===== src/rtl/udma_hyper_sched_pkg.sv =====
// Shared types for the HyperBus channel scheduler: FSM states and the latched descriptor.
// Descriptor fields are sized for the widest supported bus (HADDR_W <= 32, TRANS_SIZE <= 16).
package udma_hyper_sched_pkg;

    localparam int SCHED_TIMEOUT_W = 16;
    localparam int DESC_ADDR_W     = 32;
    localparam int DESC_SIZE_W     = 16;

    typedef enum logic [1:0] {
        S_IDLE  = 2'd0,
        S_ISSUE = 2'd1,
        S_BUSY  = 2'd2,
        S_EOT   = 2'd3
    } sched_state_e;

    typedef struct packed {
        logic [DESC_ADDR_W-1:0] addr;
        logic [DESC_SIZE_W-1:0] size;
        logic                   rwn;
        logic                   cs;
    } hyper_desc_t;

endpackage


===== src/rtl/udma_hyper_rr_arb.sv =====
// Combinational round-robin pick: first set request at or after ptr_i, wrapping modulo NB_CH.
module udma_hyper_rr_arb #(
    parameter int NB_CH = 8
) (
    input  logic [NB_CH-1:0]         req_i,
    input  logic [$clog2(NB_CH)-1:0] ptr_i,
    output logic [NB_CH-1:0]         gnt_o,
    output logic [$clog2(NB_CH)-1:0] idx_o,
    output logic                     any_o
);

    localparam int IDX_W = $clog2(NB_CH);

    logic [IDX_W-1:0] cand;

    always_comb begin
        // NOTE: every output gets a default before the loop, so no path can infer a latch.
        gnt_o = '0;
        idx_o = '0;
        any_o = 1'b0;
        cand  = '0;
        for (int i = 0; i < NB_CH; i++) begin
            cand = IDX_W'((int'(ptr_i) + i) % NB_CH);
            if (!any_o && req_i[cand]) begin
                any_o       = 1'b1;
                idx_o       = cand;
                gnt_o[cand] = 1'b1;
            end
        end
    end

endmodule


===== src/rtl/udma_hyper_ch_sched.sv =====
// Round-robin scheduler sharing one HyperBus transaction engine between NB_CH channels.
// Optional BUSY watchdog is compiled in with `define UDMA_HYPER_SCHED_TIMEOUT_EN.
module udma_hyper_ch_sched
    import udma_hyper_sched_pkg::*;
#(
    parameter int NB_CH      = 8,
    parameter int TRANS_SIZE = 16,
    parameter int HADDR_W    = 32
) (
    input  logic                             sys_clk_i,
    input  logic                             rstn_i,
    input  logic [NB_CH-1:0]                 ch_req_i,
    output logic [NB_CH-1:0]                 ch_gnt_o,
    input  logic [NB_CH-1:0][HADDR_W-1:0]    ch_addr_i,
    input  logic [NB_CH-1:0][TRANS_SIZE-1:0] ch_size_i,
    input  logic [NB_CH-1:0]                 ch_rwn_i,
    input  logic [NB_CH-1:0]                 ch_cs_i,
    output logic                             trans_valid_o,
    input  logic                             trans_ready_i,
    output logic [HADDR_W-1:0]               trans_addr_o,
    output logic [TRANS_SIZE-1:0]            trans_size_o,
    output logic                             trans_rwn_o,
    output logic                             trans_cs_o,
    output logic [$clog2(NB_CH)-1:0]         trans_id_o,
    input  logic                             trans_done_i,
    output logic [NB_CH-1:0]                 evt_eot_o,
`ifdef UDMA_HYPER_SCHED_TIMEOUT_EN
    input  logic [SCHED_TIMEOUT_W-1:0]       timeout_cycles_i,
    output logic [NB_CH-1:0]                 evt_timeout_o,
`endif
    output logic                             busy_o
);

    localparam int IDX_W = $clog2(NB_CH);

    sched_state_e     state_q, state_d;
    hyper_desc_t      desc_q, desc_d;
    logic [IDX_W-1:0] id_q, id_d;
    logic [IDX_W-1:0] ptr_q, ptr_d;
    logic             done_seen_q, done_seen_d;

    logic [NB_CH-1:0] arb_gnt;
    logic [IDX_W-1:0] arb_idx;
    logic             arb_any;
    logic             desc_zero;
    logic             handshake;
    logic             engine_done;
    logic             timeout_hit;

    udma_hyper_rr_arb #(
        .NB_CH (NB_CH)
    ) i_rr_arb (
        .req_i (ch_req_i),
        .ptr_i (ptr_q),
        .gnt_o (arb_gnt),
        .idx_o (arb_idx),
        .any_o (arb_any)
    );

    assign desc_zero   = (desc_q.size == '0);
    assign handshake   = (state_q == S_ISSUE) && !desc_zero && trans_ready_i;
    // A done that coincided with the ready handshake is carried into BUSY via done_seen_q.
    assign engine_done = done_seen_q || trans_done_i;

    always_ff @(posedge sys_clk_i or negedge rstn_i) begin
        if (!rstn_i) begin
            state_q     <= S_IDLE;
            desc_q      <= '0;
            id_q        <= '0;
            ptr_q       <= '0;
            done_seen_q <= 1'b0;
        end else begin
            // NOTE: non-blocking so every flop samples the pre-edge value of the others.
            state_q     <= state_d;
            desc_q      <= desc_d;
            id_q        <= id_d;
            ptr_q       <= ptr_d;
            done_seen_q <= done_seen_d;
        end
    end

    always_comb begin
        state_d     = state_q;
        desc_d      = desc_q;
        id_d        = id_q;
        ptr_d       = ptr_q;
        done_seen_d = 1'b0;
        unique case (state_q)
            S_IDLE: begin
                if (arb_any) begin
                    state_d     = S_ISSUE;
                    desc_d.addr = DESC_ADDR_W'(ch_addr_i[arb_idx]);
                    desc_d.size = DESC_SIZE_W'(ch_size_i[arb_idx]);
                    desc_d.rwn  = ch_rwn_i[arb_idx];
                    desc_d.cs   = ch_cs_i[arb_idx];
                    id_d        = arb_idx;
                    ptr_d       = (arb_idx == IDX_W'(NB_CH - 1)) ? '0 : arb_idx + 1'b1;
                end
            end
            S_ISSUE: begin
                // Zero-byte descriptors never reach the engine.
                if (desc_zero) begin
                    state_d = S_EOT;
                end else if (handshake) begin
                    state_d     = S_BUSY;
                    done_seen_d = trans_done_i;
                end
            end
            S_BUSY: begin
                if (engine_done || timeout_hit) begin
                    state_d = S_EOT;
                end
            end
            S_EOT:   state_d = S_IDLE;
            default: state_d = S_IDLE;
        endcase
    end

    always_comb begin
        ch_gnt_o  = '0;
        evt_eot_o = '0;
        // Grant is held off while reset is asserted so every output reads 0 during reset.
        if ((state_q == S_IDLE) && rstn_i) begin
            ch_gnt_o = arb_gnt;
        end
        if (state_q == S_EOT) begin
            evt_eot_o[id_q] = 1'b1;
        end
    end

    assign trans_valid_o = (state_q == S_ISSUE) && !desc_zero;
    assign busy_o        = (state_q != S_IDLE);
    assign trans_addr_o  = desc_q.addr[HADDR_W-1:0];
    assign trans_size_o  = desc_q.size[TRANS_SIZE-1:0];
    assign trans_rwn_o   = desc_q.rwn;
    assign trans_cs_o    = desc_q.cs;
    assign trans_id_o    = id_q;

`ifdef UDMA_HYPER_SCHED_TIMEOUT_EN
    logic [SCHED_TIMEOUT_W-1:0] tmo_cnt_q, tmo_cnt_d;

    always_comb begin
        tmo_cnt_d = tmo_cnt_q;
        if (handshake) begin
            tmo_cnt_d = '0;
        end else if (state_q == S_BUSY) begin
            tmo_cnt_d = tmo_cnt_q + 1'b1;
        end
    end

    always_ff @(posedge sys_clk_i or negedge rstn_i) begin
        if (!rstn_i) begin
            tmo_cnt_q <= '0;
        end else begin
            tmo_cnt_q <= tmo_cnt_d;
        end
    end

    // A done arriving on the expiry cycle wins; a zero limit disables the watchdog.
    assign timeout_hit = (state_q == S_BUSY) && !engine_done &&
                         (timeout_cycles_i != '0) && (tmo_cnt_q == timeout_cycles_i);

    always_comb begin
        evt_timeout_o = '0;
        if (timeout_hit) begin
            evt_timeout_o[id_q] = 1'b1;
        end
    end
`else
    assign timeout_hit = 1'b0;
`endif

endmodule


===== config.mk =====
export PLATFORM = sky130hd
export DESIGN_NAME = udma_hyper_ch_sched
export DESIGN_NICKNAME = d
export VERILOG_FILES = /design/src/rtl/udma_hyper_sched_pkg.sv /design/src/rtl/udma_hyper_rr_arb.sv /design/src/rtl/udma_hyper_ch_sched.sv
export SDC_FILE = /design/constraint.sdc
export NUM_CORES = 1
export LEC_CHECK = 0
export BUFFER_PORTS_ARGS = -buffer_cell sky130_fd_sc_hd__buf_4
export CORE_AREA = 5 5 187 189
export CTS_CLUSTER_DIAMETER = 60
export DETAILED_ROUTE_END_ITERATION = 12
export DIE_AREA = 0 0 192 194
export PLACE_DENSITY = 0.45
export SLEW_MARGIN = 20
export SYNTH_ARGS = -nofsm -noshare
export SYNTH_HDL_FRONTEND = slang
export SYNTH_SLANG_ARGS = --single-unit

===== constraint.sdc =====
create_clock -name sys_clk_i -period 8.8 [get_ports sys_clk_i]
set_input_delay 1.76 -clock sys_clk_i [delete_from_list [all_inputs] [get_ports sys_clk_i]]
set_output_delay 1.76 -clock sys_clk_i [all_outputs]
set_load 0.03 [all_outputs]

Yosys cells after proc, flatten, opt, wreduce, memory -nomap -nowiden
Cells that the tools add are included.
Widths: inputs -> output; s select.

word-level totals
  bits in registers = 59
  word-level logic and storage cells = 159

operators by class
  $add $sub $neg = 8
  $lt $le $gt $ge = 19
  equality and inequality tests = 7
  mux-type cells = 77
  bitwise logic cells = 7
  reduce and logical (&&, ||, !) cells = 33

operators with widths
  cell                 number
  $bmux 32 s3          1
  $mux 8               10
  $or 8x8->8           7
  $bmux 16 s3          1
  $lt 3x4->1 const B   10
  $mux 32              1
  $bmux 1 s3           10
  $mux 1               30
  $demux 1 s3          9
  $ge 3x1->1 const B   9
  $mux 3               9
  $logic_and 1x1->1    19
  $logic_not 16->1     1
  $mux 16              1
  $add 3x3->3 const B  4
  $logic_not 1->1      8
  $mux 2               4
  $pmux 2 s4           1
  $add 3x1->3 const B  2
  $add 3x2->3 const B  2
  $eq 2x2->1 const B   2
  $ne 2x2->1 const B   2
  $eq 3x3->1 const B   1
  $ne 3x3->1 const B   1
  6 further kinds      6

Depth between registers and ports, before layout
  depth after elaboration = 26
  mapped depth = 20
  mapped depth without buffers = 12

Cells and area by module
A second synthesis with hierarchy kept.

second synthesis, totals
  cells, all modules = 565
  area, all modules = 6,558.8 µm²

by module, submodules not included
  module               instances  cells an instance  area each (µm²)  sequential area each (µm²)
  udma_hyper_ch_sched  1          418                5,311.3          1,476.4
  udma_hyper_rr_arb    1          147                1,247.4          0.0

Worst setup path after synthesis
OpenSTA, ideal clock, no wires.

  kind = input -> output
  from = input ch_req_i[7]
  to = output ch_gnt_o[2]
  arrival time = 4,510 ps
  setup slack = 2,530 ps
  stages = 7
  path buffers = 0
  cells stage by stage = mux4_2 -> mux2_4 -> or3_4 -> nor4b_2 -> a21oi_1 -> mux2_2 -> a211oi_1

on the way
  longest elaborated chain between the ends = 25
  elaborated cells between the ends (all ways) = 53
  classes of those cells = mux (32); bitwise (7); reduce/logical (14)

RTL lines
  what                          line                        source
  start, declared               udma_hyper_ch_sched.sv:12   input logic [NB_CH-1:0] ch_req_i,
  $bmux 1 s3                    udma_hyper_rr_arb.sv:24     if (!any_o && req_i[cand]) begin
  $mux 1 (not written as such)  udma_hyper_rr_arb.sv:24
  $mux 1                        udma_hyper_rr_arb.sv:24
  $logic_not 1->1               udma_hyper_rr_arb.sv:24
  $logic_and 1x1->1             udma_hyper_rr_arb.sv:24
  $mux 1                        udma_hyper_rr_arb.sv:24
  $logic_not 1->1               udma_hyper_rr_arb.sv:24
  $logic_and 1x1->1             udma_hyper_rr_arb.sv:24
  (+9 left out)                 n/a
  $mux 1                        udma_hyper_rr_arb.sv:24
  $logic_not 1->1               udma_hyper_rr_arb.sv:24
  $logic_and 1x1->1             udma_hyper_rr_arb.sv:24
  $mux 1                        udma_hyper_rr_arb.sv:24
  $logic_not 1->1               udma_hyper_rr_arb.sv:24
  $logic_and 1x1->1             udma_hyper_rr_arb.sv:24
  $mux 8 *                      udma_hyper_rr_arb.sv:24
  $mux 8 *                      udma_hyper_ch_sched.sv:123  if ((state_q == S_IDLE) && rstn_i) begin
  end, declared                 udma_hyper_ch_sched.sv:13   output logic [NB_CH-1:0] ch_gnt_o,

Mark *: on every way between the ends. The rest lies on a longest branch, timed or not. The select of a mux whose other input is x is not followed.

Worst setup path after layout
  from = register ptr_q[0]
  to = output ch_gnt_o[3]

on the way
  longest elaborated chain between the ends = 25
  elaborated cells between the ends (all ways) = 100
  classes of those cells = add/sub (7); order compare (16); mux (48); bitwise (7); reduce/logical (22)

RTL lines
  what                                                                 line                        source
  start, declared                                                      udma_hyper_ch_sched.sv:39   logic [IDX_W-1:0] ptr_q, ptr_d;
  start signal, assigned                                               udma_hyper_ch_sched.sv:77   ptr_q <= ptr_d;
  parallel branches: the longest is 23 deep, another holds $lt 3x4->1  n/a
  $mux 8 *                                                             udma_hyper_rr_arb.sv:24
  $mux 8 *                                                             udma_hyper_ch_sched.sv:123

Every way passes the cells marked *. The select of a mux whose other input is x is not followed.

==> flow_summary.ini <==
[worst_setup_path]
worst_ep_arrival_time_ns = 4.85
crit_family = simple AND/OR/NAND/NOR gates
crit_type = reg -> out
worstPathBufferInverterCount = 2
timing.critical_path.from = ptr_q[0]
path_max_fanout = 19
slowest_stage = sky130_fd_sc_hd__dfrtp_1
timing.critical_path.slowest_cell_delay_ns = 0.89
worstPathRequired_ns = 7.04
crit-reg2reg-launch = ptr_q[0]
reg2reg_setup_slack_ns = 2.71
critPathLaunchType = flip-flop
worstSetupEndpointType = output pin
crit_chain = inv_2 -> ha_1 -> xnor2_1 -> mux2i_1 -> nand3_2 -> nor4b_2 -> a21oi_1 -> mux2_2 -> nor2_1 -> a21oi_1 -> nor2_1 -> buf_4

[clock_network]
tritoncts = built
clk_latency_ns = 0.34
clk_pin_slew_ns = 0.06
tritoncts_num_sinks = 59
cts.repair.resized = 0
cts_setup_buffers = 0
cts.hold.buffers_added = 0
cts-htree-levels = 3
buffer_type_at_the_clock_tree_root = sky130_fd_sc_hd__clkbuf_16
numCtsBuffers = 9
cts-root-to-sink-buffers = 2

[timing]
achievable_frequency_mhz = 151
rsz0062_at_grt = false
final.period_utilization = 0.751
setup_violations = 0
timing_hold_violations_final = 0
final.setup.tns_ns = 0
clock-skew-final_ns = 0.0152
layout_setup_ws_ns = 2.19
post-route-min-period_ns = 6.61
whs_ns = 0.515
max_slew.worst_pin.slew_ns = 1.05
max-slew-margin-rel = 0.297
finalMaxSlewViolations = 0

[detailed_routing]
drt_drc_violations_left = 0
drt_iter0_markers = 608
vias = 9382
routed_wl_microns = 43300
first_pass_iteration_count_of_the_detailed_router = 5
final_antenna_net_count = 0
post_drt_via_cell_ratio = 5.26
wire_per_inst_microns = 24.3

[flow_run]
drv_cap = 0

[global_route]
grt_usage = 0.224
globalRouteOverflowTotal = 0
antenna_found_initial = 1
first_global_vias = 9747
grt_max_degree = 78
grt_first_pass_wirelength_microns = 63700

[die]
die_width_microns = 192
design.portCount = 483
std_cell_rows = 67
placeableCoreArea_sq_um = 33100
initial_utilization = 0.220
dieHeight_microns = 194
die-area_sq_um = 37200

[placement]
place_ws_ns = 2.44
routability_congestion_estimate_from_global_placement = 0.888
dp_hpwl_microns = 33100
port-buffer-count = 482

[synthesis]
netlist_instances = 909
count_of_different_cell_masters_after_synthesis = 57
synth_area_sq_um = 7290
syn-mean-instance-area_sq_um = 8.02
synth_async_sr_flop_share = 1.00
synth_seq_cells = 59
synthesized_nets = 1333
number_of_synthesized_flops_with_an_enable_pin = 0
synth_top_flop_cell = sky130_fd_sc_hd__dfrtp_1
ys_seq_area_frac = 0.203
yosys_warnings = 0

[finish]
design.final.nets = 1754
post_route_cells_drive_above_1_share = 0.446
layout_area_overhead_pct = 57.8
multiInputGateArea_sq_um = 5370
regArea_sq_um = 1480
filler_cell_count = 3548

[min_path]
min-delay-path-class = reg -> reg
min-delay-start = trans_addr_o[15]

[status]
run_status = completed

[power]
total_leakage_power_nw = 5.63
power_density_nw_per_um2 = 536
vdd_ir_drop_max_v = 0.000289
-- cell usage in the layout (no fill, tap or decap), drive strengths merged, types with 3 or more instances in the layout --
cell type and count:
nor2 27, nand2b 6, a222oi 4, a221oi 32
a22o 25, a211oi 3, buf 497, ha 12
mux2i 51, a31oi 32, inv 13, o211ai 7
a211o 31, and3 36, nand2 189, mux2 33
nand3 32, o21ai 16, dfrtp 59, a22oi 47
clkbuf 11, a21oi 84, mux4 30, o2bb2ai 5
nor3 11, a21o 9, xnor2 3, nor4 6
-- cells in the mapped netlist (3+ instances only) --
library cell / number / share of area
sky130_fd_sc_hd__buf_4: 7 / 0.0072
sky130_fd_sc_hd__o21ai_0: 9 / 0.0062
sky130_fd_sc_hd__o2bb2ai_1: 5 / 0.0060
sky130_fd_sc_hd__mux2i_1: 51 / 0.070
sky130_fd_sc_hd__a22o_1: 25 / 0.030
sky130_fd_sc_hd__nor3_1: 11 / 0.0076
sky130_fd_sc_hd__inv_1: 11 / 0.0057
sky130_fd_sc_hd__a211oi_1: 3 / 0.0031
sky130_fd_sc_hd__buf_2: 16 / 0.011
sky130_fd_sc_hd__clkbuf_1: 50 / 0.026
sky130_fd_sc_hd__o211ai_1: 6 / 0.0062
sky130_fd_sc_hd__o21ai_1: 7 / 0.0048
sky130_fd_sc_hd__dfrtp_1: 59 / 0.20
sky130_fd_sc_hd__mux2_2: 32 / 0.049
sky130_fd_sc_hd__nor4_1: 6 / 0.0051
sky130_fd_sc_hd__mux4_2: 30 / 0.093
sky130_fd_sc_hd__a21o_1: 9 / 0.0093
sky130_fd_sc_hd__a222oi_1: 4 / 0.0055
sky130_fd_sc_hd__nand3_1: 31 / 0.021
sky130_fd_sc_hd__a211o_1: 31 / 0.037
sky130_fd_sc_hd__nor2_1: 26 / 0.013
sky130_fd_sc_hd__buf_8: 3 / 0.0062
sky130_fd_sc_hd__a31oi_1: 32 / 0.027
sky130_fd_sc_hd__a22oi_1: 47 / 0.048
sky130_fd_sc_hd__ha_1: 12 / 0.021
sky130_fd_sc_hd__xnor2_1: 3 / 0.0036
sky130_fd_sc_hd__a221oi_1: 32 / 0.038
sky130_fd_sc_hd__a21oi_1: 83 / 0.057
sky130_fd_sc_hd__and3_1: 36 / 0.031
sky130_fd_sc_hd__nand2b_1: 5 / 0.0043
sky130_fd_sc_hd__nand2_1: 189 / 0.097
sky130_fd_sc_hd__buf_6: 9 / 0.014
-- worst min-delay path, stage by stage, from the launching register on --
cell	delay [ns]
sky130_fd_sc_hd__dfrtp_1	0.34
sky130_fd_sc_hd__a22oi_1	0.08
sky130_fd_sc_hd__nand2_1	0.06
-- report_power, final --
group | switching, mW | internal, mW
combinational | 3.17 | 2.02
sequential | 0.164 | 0.426
clock | 0.149 | 0.233
-- routing by layer --
metal | global-route usage | share of wire
met4 | 0.0431 | 0.015
met1 | 0.286 | 0.41
met5 | 0 | 0
met2 | 0.389 | 0.51
met3 | 0.0493 | 0.067
-- layout make-up --
cell class | count | share of cell area
clock buffers | 11 | 0.0220
multi-input cells | 750 | 0.467
flip-flops and latches | 59 | 0.128
well taps | 448 | 0.0487
clock inverters | 4 | 0.00435
diodes | 1 | 0.000218
repair buffers | 497 | 0.325
inverters | 13 | 0.00446
-- final timing paths --
| check | endpoint | cells after the start |
|---|---|---|
| max | ch_gnt_o[3] | 12 |
| min | trans_addr_o[15] | 2 |
| max reg2reg | trans_size_o[0] | 13 |
| min reg2reg | trans_addr_o[15] | 2 |
| max in group asynchronous | trans_addr_o[29] | 2 |
| min in group asynchronous | trans_addr_o[19] | 1 |
-- stage by stage --
step,total power [mW],instance area (sq um),std cells,util
final,6.17,11500,1783,0.347
after detailed placement,5.83,11200,1767,0.338
after CTS,6.24,11500,1782,0.347
after floorplan,4.32,7290,909,-
after global routing,6.66,11500,1783,0.347
after global placement,5.82,11200,1767,0.338
-- cell families (layout without fill, tap and decap cells) --
family | Yosys count | count (layout) | share of synthesized area
adders and majority gates | 12 | 12 | 0.0206
buffers and inverters | 100 | 525 | 0.0719
AOI/OAI and AO/OA | 306 | 306 | 0.295
xor gates and xnor gates | 3 | 3 | 0.00360
DFF | 59 | 59 | 0.203
other | 0 | 1 | 0
and+or+nand+nor | 315 | 315 | 0.192
muxes | 114 | 114 | 0.214
-- sequential cells by signal, indices dropped and copies added (netlist names) --
| register | flops |
|---|---|
| ptr_q | 3 |
| trans_size_o | 16 |
| trans_id_o | 3 |
| trans_addr_o | 32 |
| state_q | 2 |
| trans_cs_o | 1 |
| done_seen_q | 1 |
| trans_rwn_o | 1 |
Note: power is estimated with default switching activity, not from simulation.
